## src/rtl/pov_spi_tx.sv

```systemverilog
// rtl/pov_spi_tx.sv - SPI mode-0 master sending six POV vector fields as one frame
//
// Latches {playerX, playerY, facingX, facingY, vplaneX, vplaneY} on an accepted
// start and shifts the 6*FIELD_BITS frame out MSB-first on o_sclk/o_ss_n/o_mosi.
//
// Parameters:
//   FIELD_BITS   width of each vector field (frame = 6*FIELD_BITS bits)
//   HALF_PERIOD  clk cycles per SCLK half-period (>= 4)
//   SS_LEAD      clk cycles /SS is low before the first SCLK rise (>= 3)
//   SS_TRAIL     clk cycles /SS stays low after the last SCLK fall (>= 3)
//
// Ports:
//   clk, reset          system clock, synchronous active-high reset
//   start               frame request, sampled in IDLE
//   playerX..vplaneY    vector fields, latched on start acceptance
//   busy                high while a frame is in flight
//   done                one-cycle pulse when a frame completes
//   o_sclk, o_ss_n      SPI clock (idle low) and active-low slave select
//   o_mosi              serial data
//
// Optional feature macro: POV_SPI_TX_BACK_TO_BACK_EN
//   When defined, start during the last TRAIL cycle chains a new frame
//   directly (GAP skipped, /SS held low, done pulses while busy stays high).

module pov_spi_tx #(
    parameter int FIELD_BITS  = 24,
    parameter int HALF_PERIOD = 4,
    parameter int SS_LEAD     = 4,
    parameter int SS_TRAIL    = 4
) (
    input  logic                  clk,
    input  logic                  reset,
    input  logic                  start,
    input  logic [FIELD_BITS-1:0] playerX,
    input  logic [FIELD_BITS-1:0] playerY,
    input  logic [FIELD_BITS-1:0] facingX,
    input  logic [FIELD_BITS-1:0] facingY,
    input  logic [FIELD_BITS-1:0] vplaneX,
    input  logic [FIELD_BITS-1:0] vplaneY,
    output logic                  busy,
    output logic                  done,
    output logic                  o_sclk,
    output logic                  o_ss_n,
    output logic                  o_mosi
);

    localparam int FRAME_BITS = 6 * FIELD_BITS;
    localparam int BIT_W      = $clog2(FRAME_BITS);
    localparam int TMR_W      = 16;

    typedef enum logic [2:0] {
        S_IDLE,
        S_LEAD,
        S_HIGH,
        S_LOW,
        S_TRAIL,
        S_GAP
    } state_t;

    state_t                  state;
    state_t                  state_nx;
    logic [TMR_W-1:0]        tmr;
    logic [TMR_W-1:0]        tmr_lim;
    logic                    tmr_last;
    logic [BIT_W-1:0]        bit_cnt;
    logic [FRAME_BITS-1:0]   shreg;
    logic [FRAME_BITS-1:0]   frame;
    logic                    load;
    logic                    shift;

    assign frame = {playerX, playerY, facingX, facingY, vplaneX, vplaneY};

    always_comb begin
        state_nx = state;
        load     = 1'b0;
        shift    = 1'b0;
        tmr_lim  = '0;

        case (state)
            S_LEAD:             tmr_lim = TMR_W'(SS_LEAD - 1);
            S_HIGH, S_LOW,
            S_GAP:              tmr_lim = TMR_W'(HALF_PERIOD - 1);
            S_TRAIL:            tmr_lim = TMR_W'(SS_TRAIL - 1);
            default:            tmr_lim = '0;
        endcase
        tmr_last = (tmr == tmr_lim);

        case (state)
            S_IDLE: begin
                if (start) begin
                    load     = 1'b1;
                    state_nx = S_LEAD;
                end
            end
            S_LEAD: begin
                if (tmr_last) state_nx = S_HIGH;
            end
            S_HIGH: begin
                if (tmr_last) begin
                    if (bit_cnt == BIT_W'(FRAME_BITS - 1)) begin
                        state_nx = S_TRAIL;
                    end else begin
                        shift    = 1'b1;
                        state_nx = S_LOW;
                    end
                end
            end
            S_LOW: begin
                if (tmr_last) state_nx = S_HIGH;
            end
            S_TRAIL: begin
                if (tmr_last) begin
`ifdef POV_SPI_TX_BACK_TO_BACK_EN
                    if (start) begin
                        load     = 1'b1;
                        state_nx = S_LEAD;
                    end else begin
                        state_nx = S_GAP;
                    end
`else
                    state_nx = S_GAP;
`endif
                end
            end
            S_GAP: begin
                if (tmr_last) state_nx = S_IDLE;
            end
            default: state_nx = S_IDLE;
        endcase
    end

    // Outputs are registered from the next state so each pin changes on the
    // same edge as the state it belongs to.
    always_ff @(posedge clk) begin
        if (reset) begin
            state   <= S_IDLE;
            tmr     <= '0;
            bit_cnt <= '0;
            shreg   <= '0;
            busy    <= 1'b0;
            done    <= 1'b0;
            o_sclk  <= 1'b0;
            o_ss_n  <= 1'b1;
            o_mosi  <= 1'b0;
        end else begin
            state <= state_nx;

            if (state_nx != state || state == S_IDLE) begin
                tmr <= '0;
            end else begin
                tmr <= tmr + TMR_W'(1);
            end

            if (load) begin
                shreg   <= frame;
                bit_cnt <= '0;
                o_mosi  <= frame[FRAME_BITS-1];
            end else if (shift) begin
                // Next bit goes out on entry to LOW, a full half-period before the rise.
                shreg   <= {shreg[FRAME_BITS-2:0], 1'b0};
                bit_cnt <= bit_cnt + BIT_W'(1);
                o_mosi  <= shreg[FRAME_BITS-2];
            end

            o_sclk <= (state_nx == S_HIGH);
            o_ss_n <= !(state_nx inside {S_LEAD, S_HIGH, S_LOW, S_TRAIL});
            busy   <= (state_nx != S_IDLE);
            done   <= (state == S_GAP && state_nx == S_IDLE) ||
                      (state == S_TRAIL && load);
        end
    end

endmodule

```

## config.mk

```make
export PLATFORM = sky130hd
export DESIGN_NAME = pov_spi_tx
export DESIGN_NICKNAME = d
export VERILOG_FILES = /design/src/rtl/pov_spi_tx.sv
export SDC_FILE = /design/constraint.sdc
export NUM_CORES = 1
export LEC_CHECK = 0
export BUFFER_PORTS_ARGS = -buffer_cell sky130_fd_sc_hd__clkbuf_2
export CAP_MARGIN = 20
export CELL_PAD_IN_SITES_DETAIL_PLACEMENT = 0
export CELL_PAD_IN_SITES_GLOBAL_PLACEMENT = 1
export CORE_ASPECT_RATIO = 0.6
export CORE_UTILIZATION = 32
export CTS_CLUSTER_DIAMETER = 60
export DETAILED_ROUTE_END_ITERATION = 10
export MAX_ROUTING_LAYER = met4
export PLACE_DENSITY_LB_ADDON = 0.1
export SYNTH_ARGS = -nofsm -noshare
export SYNTH_HDL_FRONTEND = slang
export SYNTH_SLANG_ARGS = --single-unit
```

## constraint.sdc

```tcl
create_clock -name clk -period 2.3 [get_ports clk]
set_input_delay 0.23 -clock clk [delete_from_list [all_inputs] [get_ports clk]]
set_output_delay 0.23 -clock clk [all_outputs]
set_load 0.01 [all_outputs]
```

---- After elaboration in Yosys (flattened, before gate mapping) ----
Cells that the tools add are included.
Widths: inputs -> output; s select.
storage, ports and cells
  flip-flop bits (word level) ............. 175
  logic and storage cells ................. 54
operators by class
  add/subtract/negate cells ............... 2
  equal/unequal tests ..................... 12
  muxes and demuxes ....................... 17
  reductions and logical operators ........ 14
operators with widths
  kind                   number
  $mux 143               2
  $mux 3                 6
  $add 16x1->16 const B  1
  $eq 16x16->1           1
  $pmux 3 s5             1
  $eq 3x2->1 const B     4
  $eq 3x3->1 const B     3
  $add 8x1->8 const B    1
  $eq 8x8->1 const B     1
  $mux 1                 7
  $eq 3x1->1 const B     2
  $logic_not 3->1        2
  $reduce_or 2->1        3
  $reduce_or 5->1        1
  $reduce_bool 4->1      1
  $ne 3x3->1             1
  $reduce_bool 3->1      1
  $logic_and 1x1->1      2
  $logic_or 1x1->1       2
  $mux 2                 1
  $reduce_bool 2->1      1
  $logic_not 1->1        1

---- Longest topological paths before layout ----
Gate-level depths: netlist of run 1.
  depth after elaboration ................. 9
  mapped depth ............................ 9
  depth with buffers taken out ............ 6

---- Least setup slack after synthesis of run 1 ----
No wires, ideal clock.
  kind .................................... register to register
  from .................................... register state[1]
  to ...................................... register shreg[100]
  setup time .............................. 0.086 ns
  data arrival time ....................... 2.205 ns
  data required time ...................... 2.214 ns
  slack ................................... 0.009 ns
  cell stages (with the launch flop) ...... 10
  buffers on the path ..................... 4
  clock period less this slack ............ 2.291 ns
  cell sequence ........................... dfxtp_1 buf_2 or3_1 a211o_1 a211o_1 buf_4 buf_6 buf_6 mux2i_1 a211oi_1
on the way
  cells in the longest elaborated chain, start to end .. 7
RTL lines
  element                             RTL line  text
  start: declaration                  60        state_t state;
  start signal: assignment            146       state <= state_nx;
  $eq 3x3->1 (tied with other cells)  79        case (state)
  $reduce_or 5->1 (no line)           n/a
  $mux 2                              79
  $eq 16x16->1                        86        tmr_last = (tmr == tmr_lim);
  $mux 1                              99        if (tmr_last) begin
  $mux 1                              88        case (state)
  $reduce_bool 2->1 (no line)         n/a
  end signal: assignment              155       shreg <= frame;
  end signal: assignment              160       shreg <= {shreg[FRAME_BITS-2:0], 1'b0};
  end: declaration                    66        logic [FRAME_BITS-1:0] shreg;
Parallel ways exist; a longest one is shown, timed or not.
A chain may end at the register's enable or synchronous reset.

---- Final worst setup path of run 1 ----
  from .................................... register state[1]
  to ...................................... register bit_cnt[2]
on the way
  cells in the longest elaborated chain, start to end .. 6
RTL lines
  element                             RTL line  text
  $eq 3x3->1 (tied with other cells)  79
  $reduce_or 5->1 (no line)           n/a
  $mux 2                              79
  $eq 16x16->1                        86
  $mux 1                              99
  $mux 1                              88
  end signal: assignment              161       bit_cnt <= bit_cnt + BIT_W'(1);
  end: declaration                    65        logic [BIT_W-1:0] bit_cnt;
Parallel ways exist; a longest one is shown, timed or not.

==> metrics.md, run 1 <==
| Metric | Value |
|---|---|
| Outcome | finished, violations left |
| Failing checks | negative setup slack |
| Detailed Route WL | 19870 um |
| DR vias | 6239 |
| Warnings, synthesis | 0 |
| Post-synthesis cell count | 811 |
| Clk pwr share | 0.295 |
| Final instance count without filler cells | 1300 |
| Initial DRT Pass Iterations | 5 |
| CTS tree | done |
| Setup_tns | -3.714 ps |
| Worst setup path category | reg2reg |
| CTS buffer count | 17 |
| Crit end category | register |
| Mapped Nets | 960 |
| Largest net degree at the start of global routing | 121 |
| Seq pwr share | 0.400 |
| Distinct cells, synth | 36 |
| Fillers | 2356 |
| First-pass GRT wire length | 30640 um |
| WP data arrival | 2680 ps |
| Placed Cells | 1254 |
| Worst-margin pin slew | 659.5 ps |
| Vias in the first global route | 5907 |
| Final Cycle Share | 1.002 |
| Reg clk slew, reported paths | 70 ps |
| Die width | 202.4 um |
| Leakage Power | 4.804 nW |
| Share of Yosys cell area claimed by the top area cell type | 0.4543 |
| Max Slew Vio Count | 0 |
| # clock sinks | 175 |
| Crit. Startpoint | state[1] |
| Min-delay src | playerX[23] |
| Die height | 122.3 um |
| Die area | 0.02475 mm^2 |
| Diodes inserted | 0 |
| Relative slew slack | 0.5603 |
| Synth Flop Type | dfxtp_1 |
| Clk Latency, worst-skew pair | 440 ps |
| Core box area | 0.02335 mm^2 |
| P per Cell Area | 962.0 mW/mm^2 |
| Hold/Removal Path Class | in2reg |
| EDFF count, synth | 0 |
| Synth async-reset ratio | 0 |
| Mapped cell area | 0.007712 mm^2 |
| Ports | 152 |
| F_max | 0.4341 GHz |
| Switching power | 2.997 mW |
| Clk_skew | 9.400 ps |
| Worst-path maximum fanout | 7 |
| # port buffers | 151 |
| Top cell family by delay on the critical path | compound AO/OA/AOI/OAI gates |
| RSZ-0062 raised after global routing | true |
| Count of antenna-violating nets left after detailed routing | 0 |
| Per-cell routed wire length | 15.29 um |
| CTS H-Tree Depth | 4 |
| CTS Buffer Depth | 2 |
| Final setup viols | 1 |
| Combinational power share | 0.305 |
| Grt total ovfl | 0 |
| Peak supply drop | 0.0004800 V |
| Critical R2R Launch | state[1] |
| Root Buffer | clkbuf_16 |
| Sequential Area | 0.003503 mm^2 |
| Hold Violations, Final | 0 |
| Launching element type of the critical path | register |
| Post-layout min period | 2304 ps |
| Cells taking the most area after synthesis | dfxtp_1, mux2i_1, a211oi_1, nor2_1, clkbuf_1 |
| Sequential area share after synthesis | 0.4543 |
| Final nets | 1122 |
| Area grow syn2layout | 32.22% |
| Max-cap violations | 0 |
| CP Data Required Time | 2680 ps |
| Layout cells sized above 1 | 0.3036 |
| Initial drt markers | 244 |
| Row cnt | 43 |
| Initial antenna violation count | 0 |
| Worst path max stage delay | 380 ps |
| Final worst setup slack | -3.714 ps |
| Cell chain of the critical path | or3_4, a211o_1, a211o_4, buf_12, buf_6, clkbuf_16, or3_1, a21oi_2 |
| Hold-fix buffers, CTS | 0 |
| GRT Total Usage | 0.1633 |
| Multi-input logic area | 0.004070 mm^2 |
| Most frequent cell after synthesis | dfxtp_1 |
| Slowest CP cell | or3_4 |
| Routability Congestion | 0.7441 |
| Syn_area_per_cell | 9.510 um^2 |
| Buffers & Inverters on Critical Path | 3 |
| Remaining DRCs | 0 |
| Sw frac | 0.3055 |
| Post-synth top area cell | dfxtp_1 |
| Pint | 6.813 mW |
| Post-DP HPWL | 13180 um |
| Synth Register Bits | 175 |
| Vias per Instance | 4.799 |
| Post-synth top cells | dfxtp_1, nor2_1, a211oi_1 |
| Starting density of the core | 0.3303 |
-- cell type report --
class,instances,share of cell area
multi-input cells,558,0.3991
flip-flops and latches,175,0.3436
repair buffers,214,0.1590
clock buffers,21,0.04613
well taps,315,0.03865
clock inverters,10,0.01092
inverters,7,0.002577
-- state kept, by name (all words and copies together) (netlist names) --
| register | cells |
|---|---|
| o_mosi | 1 |
| done | 1 |
| state | 3 |
| o_sclk | 1 |
| tmr | 16 |
| bit_cnt | 8 |
| shreg | 143 |
| o_ss_n | 1 |
| busy | 1 |
-- timing repair --
item / in CTS / in global routing
setup endpoints to repair: 0 / 124
setup buffers: 0 / 7
gates resized for setup: 0 / 59
-- kinds of logic after synthesis --
family                   share of synthesized area
adder cells (fa/ha/maj)                   0.003244
AND/OR/NAND/NOR                             0.1256
buffers and inverters                      0.04964
multiplexers                                0.1884
XOR/XNOR                                   0.01817
AO/OA/AOI/OAI                               0.1608
flip-flops                                  0.4543
-- stage by stage --
| step | util | hold slack, ps | cell area, um^2 | power, mW | setup WS, ps |
|---|---|---|---|---|---|
| 2_1_floorplan | - | 366.0 | 7712 | 5.710 | 9.241 |
| 3_3_place_gp | 0.3889 | 469.4 | 9081 | 6.559 | 34.74 |
| 3_5_place_dp | 0.3889 | 475.4 | 9081 | 6.546 | 22.58 |
| 4_1_cts | 0.4138 | 19.58 | 9663 | 9.491 | 10.06 |
| 5_1_grt | 0.4367 | 42.61 | 10200 | 10.37 | -70.86 |
| 6_report | 0.4367 | 49.03 | 10200 | 9.810 | -3.714 |
-- path summary, 6_finish.rpt --
| check | to | slack, ps | cells after the start |
|---|---|---|---|
| worst max register to register | bit_cnt[2] | -4 | 8 |
| worst min-delay path | o_mosi | 50 | 3 |
| worst max-delay path | bit_cnt[2] | -4 | 8 |
| worst min register to register | shreg[0] | 480 | 2 |
-- worst min-delay path: stages --
cell and delay, ps:
clkbuf_2 80, nor2_1 90, a211oi_1 50
-- power groups by stage --
stage	Combinational (mW)	Sequential [mW]	Clock, mW
4_1_cts	2.60	3.90	2.99
3_5_place_dp	2.58	3.96	0
3_3_place_gp	2.59	3.97	0
5_1_grt	3.28	3.99	3.10
6_report	3.00	3.92	2.89
2_1_floorplan	1.83	3.88	0
-- layout by cell type (no fill, tap or decap), types with 2 or more instances in the layout --
cell type	n
dfxtp_1	175
xor2_1	8
a211oi_2	31
nor4_1	3
clkinvlp_4	3
ha_1	2
clkinv_2	4
and2_1	2
inv_1	7
a211oi_1	115
clkbuf_16	25
xnor2_1	8
or4b_4	2
mux2i_1	127
clkbuf_2	150
o21ai_0	4
buf_6	4
bufinv_16	2
a21oi_1	7
nand2b_1	2
buf_4	35
buf_12	14
nor2_1	171
and3_1	4
a211o_1	2
clkbuf_8	3
mux2i_2	17
and4_1	2
nand2_1	11
nand4_1	9
buf_16	3
or3_1	9
nand3_1	8
-- metal layers --
metal  vias up  share of wire  global-route usage
li1       3266              -                   -
met1      2855           0.58              0.2458
met2        98           0.37              0.2008
met3        20          0.038             0.04010
met4         0          0.013             0.06297
met5         -              0                   -
No activity file was read; power rests on OpenSTA's default activity.
==> run 2: changes to the inputs <==
--- a/config.mk
+++ b/config.mk
@@ -5,6 +5,7 @@
 export SDC_FILE = /design/constraint.sdc
 export NUM_CORES = 1
 export LEC_CHECK = 0
+export ABC_AREA = 1
 export BUFFER_PORTS_ARGS = -buffer_cell sky130_fd_sc_hd__clkbuf_2
 export CAP_MARGIN = 20
 export CELL_PAD_IN_SITES_DETAIL_PLACEMENT = 0
==> metrics.md, run 2 <==
| Metric | Value |
|---|---|
| Largest registers | shreg: 143 flops, tmr: 16 flops, bit_cnt: 8 flops |
| Synth async-reset ratio | 0 (unchanged) |
| Most flop-heavy register | shreg |
| Peak supply drop | 0.0005325 V (+11%) |
| Leakage Power | 3.437 nW (-28%) |
| Launching element type of the critical path | register |
| Area after DPL | 0.008593 mm^2 (-5.4%) |
| Initial drt markers | 534 (+120%) |
| Outcome | completed |
| Reg clk slew, reported paths | 60 ps (about the same) |
| Row cnt | 43 (unchanged) |
| Fillers | 2521 (+7.0%) |
| Worst setup path category | reg2reg |
| Ports | 152 (unchanged) |
| Syn_area_per_cell | 7.421 um^2 (-22%) |
| Post-layout min period | 2168 ps (-135.9 ps) |
| RSZ-0062 raised after global routing | false |
| Largest register FFs | 143 (unchanged) |
| WP data arrival | 2510 ps (-170 ps) |
| Crit end category | register |
| Layout cells sized above 1 | 0.1955 (-0.1081) |
| P per Cell Area | 975.4 mW/mm^2 (+1.4%) |
| Util after Layout | 0.3943 (-0.04244) |
| Detailed Route WL | 21110 um (+6.2%) |
| Initial antenna violation count | 0 (unchanged) |
| Cells taking the most area after synthesis | dfxtp_1, nand2_1, a31oi_1, nand3_1, clkbuf_1 |
| Sequential Area | 0.003503 mm^2 (unchanged) |
| Initial DRT Pass Iterations | 7 (+2) |
| Distinct cells, synth | 30 (-17%) |
| Remaining DRCs | 0 (unchanged) |
| Post-DP HPWL | 13660 um (+3.7%) |
| Max-cap violations | 0 (unchanged) |
| CTS Buffer Depth | 2 (unchanged) |
| Count of antenna-violating nets left after detailed routing | 0 (unchanged) |
| Post-synth top area cell | dfxtp_1 |
| Most frequent cell after synthesis | nand2_1 |
| Most common cell after layout, fill and taps aside | nand2_1 |
| Starting density of the core | 0.3282 (-0.002078) |
| Relative slew slack | 0.5520 (-0.008284) |
| Vias per Instance | 4.822 (+0.48%) |
| Commonest cells after routing, fill and taps aside | nand2_1, dfxtp_1, nand3_1 |
| Hold path cells | 2 (-1) |
| Reg2Reg Depth | 10 (+2) |
| Clk Latency, worst-skew pair | 430 ps (about the same) |
| Final instance count without filler cells | 1461 (+12%) |
| Routability Congestion | 0.8269 (+11%) |
| Max Slew Vio Count | 0 (unchanged) |
| Clk_skew | 9.801 ps (+0.4004 ps) |
| Multi-input logic area | 0.003567 mm^2 (-12%) |
| Root Buffer | clkbuf_16 |
| # port buffers | 151 (unchanged) |
| Synth Flop Type | dfxtp_1 |
| Placed Cells | 1430 (+14%) |
| Core box area | 0.02324 mm^2 (-0.46%) |
| Share of Yosys cell area claimed by the top area cell type | 0.4592 (+0.004992) |
| CTS H-Tree Depth | 4 (unchanged) |
| Hold/Removal Path Class | in2reg |
| EDFF count, synth | 0 (unchanged) |
| # clock sinks | 175 (unchanged) |
| Synth Register Bits | 175 (unchanged) |
| Vias in the first global route | 6741 (+14%) |
| Setup_tns | 0 ps (+3.714 ps) |
| Mapped Nets | 1177 (+23%) |
| CP Data Required Time | 2640 ps (-40 ps) |
| Post-synth top cells | nand2_1, dfxtp_1, nand3_1 |
| Final Cycle Share | 0.9425 (-0.05909) |
| Diodes inserted | 0 (unchanged) |
| Design area | 0.009164 mm^2 (-10%) |
| Mapped cell area | 0.007629 mm^2 (-1.1%) |
| Per-cell routed wire length | 14.45 um (-5.5%) |
| Worst-path maximum fanout | 43 (+36) |
| Final nets | 1284 (+14%) |
| CTS buffer count | 17 (unchanged) |
| Die width | 201.3 um (-0.54%) |
| Largest net degree at the start of global routing | 81 (-33%) |
| GRT Total Usage | 0.1827 (+0.01944) |
| Hold Violations, Final | 0 (unchanged) |
| DR vias | 7045 (+13%) |
| Post-CTS setup buffer count | 0 (unchanged) |
| First-pass GRT wire length | 34870 um (+14%) |
| Area grow syn2layout | 20.12% |
| Final setup viols | 0 (-1) |
| Grt total ovfl | 0 (unchanged) |
| Die height | 121.6 um (-0.54%) |
| CTS tree | done |
| Worst-margin pin slew | 672.0 ps (+12.43 ps) |
| F_max | 0.4613 GHz (+6.3%) |
| Sequential area share after synthesis | 0.4592 (+0.004992) |
| Post-synthesis cell count | 1028 (+27%) |
| Die area | 0.02448 mm^2 (-1.1%) |
| Warnings, synthesis | 0 (unchanged) |
run 2: changes by cell type after synthesis, moves of 5 or more:
| cell | change |
|---|---|
| inv_1 | +21 |
| nor3_1 | +8 |
| or3_1 | -10 |
| buf_6 | +6 |
| buf_2 | +7 |
| buf_4 | -5 |
| nand2_1 | +317 |
| a31oi_1 | +143 |
| nor2_2 | +12 |
| nor2_1 | -135 |
| nand3_1 | +155 |
| nand2_2 | +5 |
| a211oi_1 | -146 |
| mux2i_1 | -144 |
run 2: layout make-up:
type / instances / share of cell area
clock buffers: 23 / 0.05216
clock inverters: 7 / 0.006827
inverters: 32 / 0.01393
multi-input cells: 739 / 0.3893
flip-flops and latches: 175 / 0.3823
well taps: 315 / 0.04301
repair buffers: 170 / 0.1125
run 2: power by group:
part	total [mW]	internal (mW)	switching, mW	leakage (nW)
Combinational	2.49	0.818	1.67	1.74
Clock	2.74	1.56	1.18	0.268
Sequential	3.71	3.47	0.239	1.43
run 2: repair_timing:
item                       CTS  global route
resized for setup            0             1
hold buffers                 0             0
setup endpoints to repair    0             2
run 2: path summary, 6_finish.rpt:
kind / slack, ps / startpoint / to
hold reg to reg: 460 / tmr[0] / tmr[0]
setup / recovery: 130 / state[0] / shreg[11]
setup reg to reg: 130 / state[0] / shreg[11]
hold / removal: 40 / reset / shreg[140]
run 2: per-layer routing:
metal  vias to the layer above  part of all wire  global-route usage
li1                       3715                 -                   -
met5                         -                 0                   -
met3                        10             0.044             0.04040
met1                      3180              0.55              0.2714
met4                         0            0.0071             0.04403
met2                       140              0.40              0.2453
run 2: per-stage QoR:
step           hold slack (ps)  power [mW]  setup WS, ps
2_1_floorplan            379.0       5.522         563.8
4_1_cts                  29.49       9.037         172.8
3_3_place_gp             443.6       6.272         233.6
3_5_place_dp             453.4       6.260         188.2
6_report                 44.00       8.938         132.2
5_1_grt                  39.30       9.528        0.5187
run 2: critical path, stage by stage (launching register included):
cell,delay [ps]
dfxtp_1,400
nor2_2,250
nand2_2,130
nand2_1,100
nand2_2,70
a21oi_4,180
nand2_2,130
inv_4,230
buf_12,250
nand3_1,100
a31oi_1,220
run 2: kinds of logic after synthesis:
| kind of cell | share of synthesized area |
|---|---|
| and+or+nand+nor | 0.3144 |
| DFF | 0.4592 |
| xor gates and xnor gates | 0.01607 |
| adders and majority gates | 0.003280 |
| AOI/OAI and AO/OA | 0.1315 |
| buffers and inverters | 0.07545 |
